**src/rtl/mips_pkg.sv**
```systemverilog
// Shared fetch-stage definitions.
//   if_state_t   : fetch controller state encoding (IDLE/REQ/WAIT/DROP)
//   DEF_RESET_PC : default PC loaded on reset
//   DEF_PC_INC   : default sequential PC increment
//   IF_Q_DEPTH   : instruction queue depth
//   sat_add32    : saturating increment for 32-bit event counters
package mips_pkg;

  typedef enum logic [1:0] {
    IF_IDLE = 2'd0,
    IF_REQ  = 2'd1,
    IF_WAIT = 2'd2,
    IF_DROP = 2'd3
  } if_state_t;

  localparam logic [15:0] DEF_RESET_PC = 16'h0000;
  localparam logic [15:0] DEF_PC_INC   = 16'h0004;
  localparam logic [1:0]  IF_Q_DEPTH   = 2'd2;

  // Adds a small increment to a counter, sticking at all-ones.
  function automatic logic [31:0] sat_add32(input logic [31:0] a, input logic [1:0] inc);
    logic [32:0] sum;
    sum = {1'b0, a} + {31'd0, inc};
    if (sum[32]) begin
      return 32'hFFFF_FFFF;
    end else begin
      return sum[31:0];
    end
  endfunction

endpackage

```
**src/rtl/if_inst_queue.sv**
```systemverilog
// 2-entry FIFO of {pc, instr} between instruction memory and ID.
//   clk, rst_n         : clock and async active-low reset
//   push, wr_pc/instr  : write a returned instruction
//   pop                : head consumed by ID (ignored when empty)
//   clr                : flush all entries (wins over push/pop)
//   count              : occupancy 0..2
//   rd_pc, rd_instr    : head entry
module if_inst_queue
  import mips_pkg::*;
#(
  parameter int pc_w    = 16,
  parameter int instr_w = 32
) (
  input  logic               clk,
  input  logic               rst_n,
  input  logic               push,
  input  logic [pc_w-1:0]    wr_pc,
  input  logic [instr_w-1:0] wr_instr,
  input  logic               pop,
  input  logic               clr,
  output logic [1:0]         count,
  output logic [pc_w-1:0]    rd_pc,
  output logic [instr_w-1:0] rd_instr
);

  logic [pc_w-1:0]    pc0_q, pc0_d, pc1_q, pc1_d;
  logic [instr_w-1:0] ins0_q, ins0_d, ins1_q, ins1_d;
  logic               wr_ptr_q, wr_ptr_d, rd_ptr_q, rd_ptr_d;
  logic [1:0]         cnt_q, cnt_d;
  logic               do_pop;

  // Next-state for storage, pointers and occupancy.
  always_comb begin
    pc0_d    = pc0_q;
    pc1_d    = pc1_q;
    ins0_d   = ins0_q;
    ins1_d   = ins1_q;
    wr_ptr_d = wr_ptr_q;
    rd_ptr_d = rd_ptr_q;
    cnt_d    = cnt_q;
    do_pop   = pop && (cnt_q != 2'd0);
    if (clr) begin
      wr_ptr_d = 1'b0;
      rd_ptr_d = 1'b0;
      cnt_d    = 2'd0;
    end else begin
      if (push) begin
        if (wr_ptr_q) begin
          pc1_d  = wr_pc;
          ins1_d = wr_instr;
        end else begin
          pc0_d  = wr_pc;
          ins0_d = wr_instr;
        end
        wr_ptr_d = ~wr_ptr_q;
      end else begin
        wr_ptr_d = wr_ptr_q;
      end
      if (do_pop) begin
        rd_ptr_d = ~rd_ptr_q;
      end else begin
        rd_ptr_d = rd_ptr_q;
      end
      case ({push, do_pop})
        2'b10:   cnt_d = cnt_q + 2'd1;
        2'b01:   cnt_d = cnt_q - 2'd1;
        default: cnt_d = cnt_q;
      endcase
    end
  end

  // Queue state registers.
  always_ff @(posedge clk or negedge rst_n) begin
    if (!rst_n) begin
      pc0_q    <= '0;
      pc1_q    <= '0;
      ins0_q   <= '0;
      ins1_q   <= '0;
      wr_ptr_q <= 1'b0;
      rd_ptr_q <= 1'b0;
      cnt_q    <= 2'd0;
    end else begin
      pc0_q    <= pc0_d;
      pc1_q    <= pc1_d;
      ins0_q   <= ins0_d;
      ins1_q   <= ins1_d;
      wr_ptr_q <= wr_ptr_d;
      rd_ptr_q <= rd_ptr_d;
      cnt_q    <= cnt_d;
    end
  end

  assign count    = cnt_q;
  assign rd_pc    = rd_ptr_q ? pc1_q  : pc0_q;
  assign rd_instr = rd_ptr_q ? ins1_q : ins0_q;

  if_inst_queue_chk u_chk (
    .clk   (clk),
    .rst_n (rst_n),
    .push  (push),
    .clr   (clr),
    .count (cnt_q)
  );

endmodule

```
**src/rtl/if_inst_queue_chk.sv**
```systemverilog
// Simulation checker for the instruction queue.
//   clk, rst_n : clock and async active-low reset
//   push, clr  : queue write and flush strobes
//   count      : current occupancy
module if_inst_queue_chk (
  input logic       clk,
  input logic       rst_n,
  input logic       push,
  input logic       clr,
  input logic [1:0] count
);

  // A push into a full queue would overwrite the oldest unread instruction.
  a_no_push_full: assert property (@(posedge clk) disable iff (!rst_n)
    !(push && !clr && (count == 2'd2)));

endmodule

```
**src/rtl/if_fetch_ctrl.sv**
```systemverilog
// Instruction fetch controller: holds the PC, issues one instruction-memory
// request at a time, buffers responses in a 2-entry queue for ID and flushes
// on redirect.
//   clk, rst                 : clock, async active-low reset
//   pc_next, redirect        : redirect target from the PC-source mux
//   im_req/im_addr/im_gnt    : memory request handshake
//   im_rvalid/im_rdata       : memory response
//   if_valid/if_instr/if_pc  : instruction to ID, id_ready accepts
//   pc_plus                  : pc + pc_inc, feeds the PC-source mux
// Optional macro IF_FETCH_PERF_EN adds perf_fetched/perf_flushed/perf_stall.
module if_fetch_ctrl
  import mips_pkg::*;
#(
  parameter int                  bit_size   = 16,
  parameter int                  instr_size = 32,
  parameter logic [bit_size-1:0] reset_pc   = bit_size'(DEF_RESET_PC),
  parameter logic [bit_size-1:0] pc_inc     = bit_size'(DEF_PC_INC)
) (
  input  logic                  clk,
  input  logic                  rst,
  input  logic [bit_size-1:0]   pc_next,
  input  logic                  redirect,
  output logic                  im_req,
  output logic [bit_size-1:0]   im_addr,
  input  logic                  im_gnt,
  input  logic                  im_rvalid,
  input  logic [instr_size-1:0] im_rdata,
  output logic                  if_valid,
  output logic [instr_size-1:0] if_instr,
  output logic [bit_size-1:0]   if_pc,
  input  logic                  id_ready,
  output logic [bit_size-1:0]   pc_plus
`ifdef IF_FETCH_PERF_EN
  ,
  output logic [31:0]           perf_fetched,
  output logic [31:0]           perf_flushed,
  output logic [31:0]           perf_stall
`endif
);

  if_state_t           state_q, state_d;
  logic [bit_size-1:0] pc_q, pc_d;
  logic [bit_size-1:0] pend_pc_q, pend_pc_d;
  logic                q_push, q_pop, q_clr;
  logic [1:0]          q_count;

  // Fetch FSM: request issue, response capture and redirect handling.
  always_comb begin
    state_d   = state_q;
    pc_d      = pc_q;
    pend_pc_d = pend_pc_q;
    im_req    = 1'b0;
    q_push    = 1'b0;
    q_clr     = 1'b0;
    case (state_q)
      IF_IDLE: state_d = IF_REQ;
      IF_REQ: begin
        // Only request when the response is guaranteed a queue slot.
        im_req = (q_count < IF_Q_DEPTH);
        if (im_req && im_gnt) begin
          pend_pc_d = pc_q;
          pc_d      = pc_q + pc_inc;
          state_d   = IF_WAIT;
        end else begin
          state_d = IF_REQ;
        end
      end
      IF_WAIT: begin
        if (im_rvalid) begin
          q_push  = 1'b1;
          state_d = IF_REQ;
        end else begin
          state_d = IF_WAIT;
        end
      end
      IF_DROP: begin
        if (im_rvalid) begin
          state_d = IF_REQ;
        end else begin
          state_d = IF_DROP;
        end
      end
      default: state_d = IF_IDLE;
    endcase
    if (redirect) begin
      pc_d   = pc_next;
      q_clr  = 1'b1;
      q_push = 1'b0;
      case (state_q)
        // A granted request belongs to memory now; its response must be eaten.
        IF_REQ:           state_d = (im_req && im_gnt) ? IF_DROP : IF_REQ;
        IF_WAIT, IF_DROP: state_d = im_rvalid ? IF_REQ : IF_DROP;
        default:          state_d = IF_REQ;
      endcase
    end else begin
      q_clr = 1'b0;
    end
  end

  // FSM and PC registers.
  always_ff @(posedge clk or negedge rst) begin
    if (!rst) begin
      state_q   <= IF_IDLE;
      pc_q      <= reset_pc;
      pend_pc_q <= '0;
    end else begin
      state_q   <= state_d;
      pc_q      <= pc_d;
      pend_pc_q <= pend_pc_d;
    end
  end

  assign im_addr  = pc_q;
  assign pc_plus  = pc_q + pc_inc;
  assign if_valid = (q_count != 2'd0);
  assign q_pop    = if_valid && id_ready;

  if_inst_queue #(
    .pc_w    (bit_size),
    .instr_w (instr_size)
  ) u_queue (
    .clk      (clk),
    .rst_n    (rst),
    .push     (q_push),
    .wr_pc    (pend_pc_q),
    .wr_instr (im_rdata),
    .pop      (q_pop),
    .clr      (q_clr),
    .count    (q_count),
    .rd_pc    (if_pc),
    .rd_instr (if_instr)
  );

`ifdef IF_FETCH_PERF_EN
  logic [31:0] fetched_q, fetched_d, flushed_q, flushed_d, stall_q, stall_d;
  logic [1:0]  flush_inc;

  // Event counters; a transfer in a redirect cycle is flushed, not fetched.
  always_comb begin
    if (redirect) begin
      flush_inc = q_count +
        ((im_rvalid && ((state_q == IF_WAIT) || (state_q == IF_DROP))) ? 2'd1 : 2'd0);
    end else if ((state_q == IF_DROP) && im_rvalid) begin
      flush_inc = 2'd1;
    end else begin
      flush_inc = 2'd0;
    end
    fetched_d = sat_add32(fetched_q, {1'b0, q_pop && !redirect});
    flushed_d = sat_add32(flushed_q, flush_inc);
    stall_d   = sat_add32(stall_q, {1'b0, !if_valid && id_ready});
  end

  // Counter registers.
  always_ff @(posedge clk or negedge rst) begin
    if (!rst) begin
      fetched_q <= 32'd0;
      flushed_q <= 32'd0;
      stall_q   <= 32'd0;
    end else begin
      fetched_q <= fetched_d;
      flushed_q <= flushed_d;
      stall_q   <= stall_d;
    end
  end

  assign perf_fetched = fetched_q;
  assign perf_flushed = flushed_q;
  assign perf_stall   = stall_q;
`endif

endmodule

```
**config.mk**
```make
export PLATFORM = sky130hd
export DESIGN_NAME = if_fetch_ctrl
export DESIGN_NICKNAME = d
export VERILOG_FILES = /design/src/rtl/mips_pkg.sv /design/src/rtl/if_inst_queue.sv /design/src/rtl/if_inst_queue_chk.sv /design/src/rtl/if_fetch_ctrl.sv
export SDC_FILE = /design/constraint.sdc
export NUM_CORES = 1
export LEC_CHECK = 0
export CELL_PAD_IN_SITES_DETAIL_PLACEMENT = 0
export CELL_PAD_IN_SITES_GLOBAL_PLACEMENT = 2
export CORE_ASPECT_RATIO = 1.25
export CORE_UTILIZATION = 30
export CTS_CLUSTER_SIZE = 14
export DETAILED_ROUTE_END_ITERATION = 7
export DONT_BUFFER_PORTS = 1
export GPL_TIMING_DRIVEN = 0
export HOLD_SLACK_MARGIN = 0.15
export PLACE_DENSITY = 0.68
export SLEW_MARGIN = 5
export SYNTH_ARGS = -nofsm -noshare
export SYNTH_HDL_FRONTEND = slang
export SYNTH_HIERARCHICAL = 1
export SYNTH_SLANG_ARGS = --single-unit
export TNS_END_PERCENT = 1
```
**constraint.sdc**
```tcl
create_clock -name clk -period 4.8 [get_ports clk]
set_input_delay 0.96 -clock clk [delete_from_list [all_inputs] [get_ports clk]]
set_output_delay 0.96 -clock clk [all_outputs]
set_load 0.01 [all_outputs]
```
## Word level (Yosys, flattened, before mapping)

Index checks and enable logic that the tools add are counted.

- Input port bits: 54
- Latch bits: 0
- Memory bits (writable): 0
- Output and inout bits: 82
- Logic and storage cells: 61
- Memories kept: 0
- Bits in registers: 134
- ROM bits: 0

- Reduce and logical (&&, ||, !) cells: 16
- Multiplexer cells: 23
- Add/sub/neg operators: 3
- Shift-type cells: 0
- $mul: 0
- Bitwise operators: 3
- Eq/ne operators: 5
- Magnitude comparators: 1
- Div/mod/pow operators: 0

Operators by type and width:

| operator | number |
|---|---|
| 2-to-1 mux 16 bit | 4 |
| 2-to-1 mux 32 bit | 1 |
| adder 16 x 3 -> 16 bit (second input constant) | 1 |
| 2-to-1 mux 2 bit | 6 |
| nonzero test 2 bit | 5 |
| 2-to-1 mux 1 bit | 9 |
| one-hot mux 2 bit (2 select lines) | 2 |
| one-hot mux 2 bit (4 select lines) | 1 |
| equality test 2 bit (second input constant) | 3 |
| AND reduction 3 bit | 2 |
| equality test 2 x 1 -> 1 bit (second input constant) | 2 |
| logical AND 1 bit | 4 |
| AND reduction 2 bit | 2 |
| NOT 1 bit | 3 |
| nonzero test 3 bit | 1 |
| adder 2 x 1 -> 2 bit (second input constant) | 1 |
| logical NOT 2 bit | 1 |
| < comparator 2 bit (second input constant) | 1 |
| OR reduction 2 bit | 1 |
| subtractor 2 x 1 -> 2 bit (second input constant) | 1 |

## Longest topological paths before layout

- Word-level depth: 6
- Mapped depth: 7

## Modules after synthesis

The synthesis kept the hierarchy.

Modules (own cells, without submodules):

| module | area an instance (um^2) | instances | cells each |
|---|---|---|---|
| if_inst_queue | 4534.3 | 1 | 277 |
| if_fetch_ctrl | 1786.7 | 1 | 200 |

## Worst setup path before layout

No wires, ideal clock.

- Kind: input -> register
- Start: input redirect
- End: register u_queue.ins0_q[12]
- Setup time: 125 ps
- Arrival time: 2801 ps
- Cell stages on the path: 7
- Setup slack: 1874 ps
- Cell sequence: clkbuf_1 > nor4bb_1 > nand2b_2 > nor2_4 > buf_6 > buf_12 > mux2_4

- Elaborated cells on any way between the ends: 4
- Those cells by class: 2 x mux; 1 x bitwise; 1 x reduce/logical

RTL lines:

| element | line | text |
|---|---|---|
| from (decl) | if_fetch_ctrl.sv:22 | `input logic redirect,` |
| 2-to-1 mux 1 bit | if_fetch_ctrl.sv:85 | `if (redirect) begin` |
| via q_push | if_fetch_ctrl.sv:44 | `logic q_push, q_pop, q_clr;` |
| AND reduction 3 bit (no source line) | - |  |
| to (signal assigned) | if_inst_queue.sv:85 | `ins0_q <= ins0_d;` |
| to (decl) | if_inst_queue.sv:27 | `logic [instr_w-1:0] ins0_q, ins0_d, ins1_q, ins1_d;` |

The timed path passes the listed nets, and every way through them passes these cells.
A chain may end at the register's enable or synchronous reset.

## Worst setup path in the final report

- Start: register pc_q[2] (netlist: im_addr[2])
- End: output pc_plus[12]

- Word-level cells in the longest chain between the ends: 1

RTL lines:

| element | line | text |
|---|---|---|
| from (decl) | if_fetch_ctrl.sv:42 | `logic [bit_size-1:0] pc_q, pc_d;` |
| from (signal assigned) | if_fetch_ctrl.sv:104 | `pc_q <= reset_pc;` |
| from (signal assigned) | if_fetch_ctrl.sv:108 | `pc_q <= pc_d;` |
| adder 16 x 3 -> 16 bit | if_fetch_ctrl.sv:114 | `assign pc_plus = pc_q + pc_inc;` |
| to (decl) | if_fetch_ctrl.sv:32 | `output logic [bit_size-1:0] pc_plus` |

Every way passes these cells.

==> reports/metrics.yaml <==
clock_network:
  clock_latency_ps: 420
  clock-root-buffer: "sky130_fd_sc_hd__clkbuf_16"
  cts_buffer_depth: 2
  cts_made_buffers: 17
  clkTransAtPathRegs_ps: 60
  cts.sink_count: 134
  postCtsSetupBuffers: 0
  cts_hold_buffers: 0
  cts_resized: 0
  cts-htree-levels: 4
  clock_tree_from_tritoncts: "built"
power_and_ir_drop:
  comb_power_share: 0.132
  ir_worst_vdd_mv: 0.236
  clockPowerShare: 0.441
  total_switching_power_w: 0.000815
  p_leak_nw: 3.46
  power_frac_seq: 0.427
  switching_share: 0.250
  power_density_nw_per_um2: 444
  internal_power_w: 0.00244
finish:
  mostFrequentLayoutCells: "134 x sky130_fd_sc_hd__dfrtp_1, 106 x sky130_fd_sc_hd__mux2_2, 57 x sky130_fd_sc_hd__nand2_1, 40 x sky130_fd_sc_hd__mux2_4, 21 x sky130_fd_sc_hd__o21ai_0"
  regArea_um2: 3350
  layout_cell_share_with_drive_strength_beyond_1: 0.417
  fillCellCount: 2007
  syn2layout_area_growth_pct: 15.9
  multi_input_area_um2: 2730
  insertedDiodeCount: 0
  postLayoutCoreUtil: 0.353
  final_cell_area_um2: 7320
  finish.net_count: 551
  layout.cells.most_common: "sky130_fd_sc_hd__dfrtp_1"
detailed_routing:
  first_iter_violations: 113
  drtPass1Iterations: 6
  vias: 3673
  wl_per_cell_um: 18.6
  via_per_inst: 4.70
  post-route-drc-count: 0
  drt-total-wl_um: 14500
  ant_nets: 0
timing:
  achievable-frequency_mhz: 300
  clock_skew_ps: 8.13
  final.setup.tns_ps: 0
  hold_viol: 0
  period_minus_slack_ps: 3330
  slew_viol_final: 0
  timing.final.crit_share: 0.695
  fin_worst_hold_slack_ps: 240
  slew_headroom: 0.400
  rsz_0062_raised_after_global_routing: "false"
  worst-slew-pin-transition_ps: 887
  report.final.setup_viol: 0
synthesis:
  fraction_of_the_yosys_area_taken_by_sequential_cells: 0.530
  most_used_flip_flop_cell_after_synthesis: "sky130_fd_sc_hd__dfrtp_1"
  synthesis.area_um2: 6320
  mappedNetlistNets: 532
  yosysUniqueCellTypes: 40
  synth_edf_count: 0
  synthesis.yosys.warnings: 6
  postSynthAreaPerCell_um2: 13.3
  synth_cells: 477
  synth.ff_latch_count: 134
  synth_async_sr_flop_share: 1.00
floorplan:
  die_x_um: 132
  die_area_um2: 21700
  num_io_pins: 136
  placement_rows: 59
  coreArea_um2: 20700
  chipHeight_um: 164
  floorplan.initialDensity: 0.305
worst_setup_path:
  timing.critical_path.slowest_stage_cell: "sky130_fd_sc_hd__dfrtp_1"
  reg2reg_from: "state_q[0]$_DFF_PN0_"
  endpoint_kind: "primary output"
  criticalPathCategory: "reg -> out"
  flop_to_flop_setup_slack_ps: 2410
  path_cells: "ha_1 -> nand4_1 -> or2_2 -> nor2_1 -> xor2_1"
  largest_fanout_of_any_net_on_the_critical_path: 6
  data_arrival_time_of_the_worst_path_ps: 2370
  crit_path_start_kind: "flop"
  required_ps: 3840
  cpLargestDelayFamily: "simple AND/OR/NAND/NOR gates"
  r2r_cells: 6
  critical_path.reg2reg.endpoint: "u_queue/ins0_q[28]$_DFFE_PN0P_"
  crit_path_max_incr_delay_ps: 560
  critPathBufInv: 0
place:
  placement.cell_area_um2: 6670
  place.gp.congestion: 0.776
  hpwl_um: 10000
  buffer_ports.inserted: 0
global_routing:
  grt_start_max_net_pins: 135
  overflow: 0
  antenna_found_initial: 0
  grt_usage: 0.142
  grt_pass1_vias: 4075
  global_route_wire_length_before_repair_um: 23400
flow_run:
  max-cap-violations: 0
min_path:
  timing.hold.worst.class: "in -> async"
outcome:
  outcome: "finished clean"
-- per-stage QoR --
stage | setup slack [ps] | total power, W | instances
final | 1470 | 0.00325 | 782
after global routing | 1290 | 0.00342 | 782
after CTS | 1430 | 0.00332 | 782
after detailed placement | 1520 | 0.00185 | 751
after global placement | 1110 | 0.00183 | 751
after floorplan | 1870 | 0.00174 | 477
-- worst register-to-register path: stages, from the launching register on --
cell,delay [ps]
sky130_fd_sc_hd__dfrtp_1,420
sky130_fd_sc_hd__nor4bb_2,810
sky130_fd_sc_hd__nand2b_2,190
sky130_fd_sc_hd__nor2_4,170
sky130_fd_sc_hd__buf_6,200
sky130_fd_sc_hd__buf_12,170
sky130_fd_sc_hd__mux2_4,310
-- kinds of logic (layout without fill, tap and decap cells) --
family | after synthesis | in the layout | synth area share
compound gates | 26 | 26 | 0.0230
flops | 134 | 134 | 0.530
fa+ha+maj | 1 | 1 | 0.00198
simple gates | 104 | 104 | 0.0835
xor+xnor | 26 | 26 | 0.0360
mux | 148 | 148 | 0.287
buf+inv | 38 | 69 | 0.0380
-- worst max path at each step --
stage	endpoint	startpoint	cells past startpoint	slack (ps)
floorplan	u_queue/ins0_q[12]$_DFFE_PN0P_	redirect	7	1870
global placement	u_queue/ins0_q[27]$_DFFE_PN0P_	redirect	7	1110
finish	pc_plus[12]	im_addr[2]$_DFFE_PN0P_	5	1470
CTS	pc_plus[12]	im_addr[2]$_DFFE_PN0P_	5	1430
global route	pc_plus[12]	im_addr[2]$_DFFE_PN0P_	5	1290
detailed placement	u_queue/ins0_q[25]$_DFFE_PN0P_	redirect	7	1520
-- flip-flops by register name, indices dropped and copies added, names as in the netlist --
name / cells
pend_pc_q: 16
u_queue/rd_ptr_q: 1
im_addr: 16
u_queue/ins0_q: 32
u_queue/ins1_q: 32
u_queue/count: 2
u_queue/pc0_q: 16
u_queue/wr_ptr_q: 1
state_q: 2
u_queue/pc1_q: 16
-- power by group through the flow --
stage	Clock [W]	Combinational (W)	Sequential [W]
detailed placement	0	0.000435	0.00141
CTS	0.00149	0.000441	0.00139
global placement	0	0.000432	0.00140
floorplan	0	0.000365	0.00137
global route	0.00154	0.000472	0.00141
finish	0.00143	0.000430	0.00139
-- area by class of cell --
type,instances,share of cell area
plain buffers,32,0.0297
flip-flops and latches,134,0.458
inverters,6,0.00308
multi-input cells,305,0.373
well taps,274,0.0468
clock inverters,12,0.0273
clock buffers,19,0.0618
-- routing by layer --
layer  vias to the layer above  wire length [µm]  global-route usage  share of wire
met3                        14              1160              0.0574          0.080
met1                      1848              6220               0.168           0.43
li1                       1690                 -                   -              -
met4                         0               172              0.0523          0.012
met5                         -                 0                   0              0
met2                       121              6970               0.230           0.48
-- cell usage after synthesis, types with 2 or more instances --
master                     number  area (µm²)
sky130_fd_sc_hd__dfrtp_1      134        3350
sky130_fd_sc_hd__mux2_2       106        1190
sky130_fd_sc_hd__nand2_1       57         214
sky130_fd_sc_hd__mux2_4        40         601
sky130_fd_sc_hd__o21ai_0       21         105
sky130_fd_sc_hd__xnor2_1       17         149
sky130_fd_sc_hd__nor2_1        11        41.3
sky130_fd_sc_hd__buf_2          9        45.0
sky130_fd_sc_hd__xor2_1         9        78.8
sky130_fd_sc_hd__clkbuf_1       7        26.3
sky130_fd_sc_hd__inv_1          6        22.5
sky130_fd_sc_hd__nor4_1         6        37.5
sky130_fd_sc_hd__buf_4          5        37.5
sky130_fd_sc_hd__buf_6          4        45.0
sky130_fd_sc_hd__clkbuf_2       4        20.0
sky130_fd_sc_hd__nand4_1        4        25.0
sky130_fd_sc_hd__nor3_1         4        20.0
sky130_fd_sc_hd__nand2b_1       3        18.8
sky130_fd_sc_hd__or2_2          3        18.8
sky130_fd_sc_hd__buf_12         2        40.0
sky130_fd_sc_hd__mux2i_1        2        20.0
sky130_fd_sc_hd__nand3_1        2        10.0
sky130_fd_sc_hd__nand3_4        2        35.0
sky130_fd_sc_hd__nor4bb_1       2        20.0
sky130_fd_sc_hd__o31a_1         2        17.5
Power figures use the tool's default switching activity.
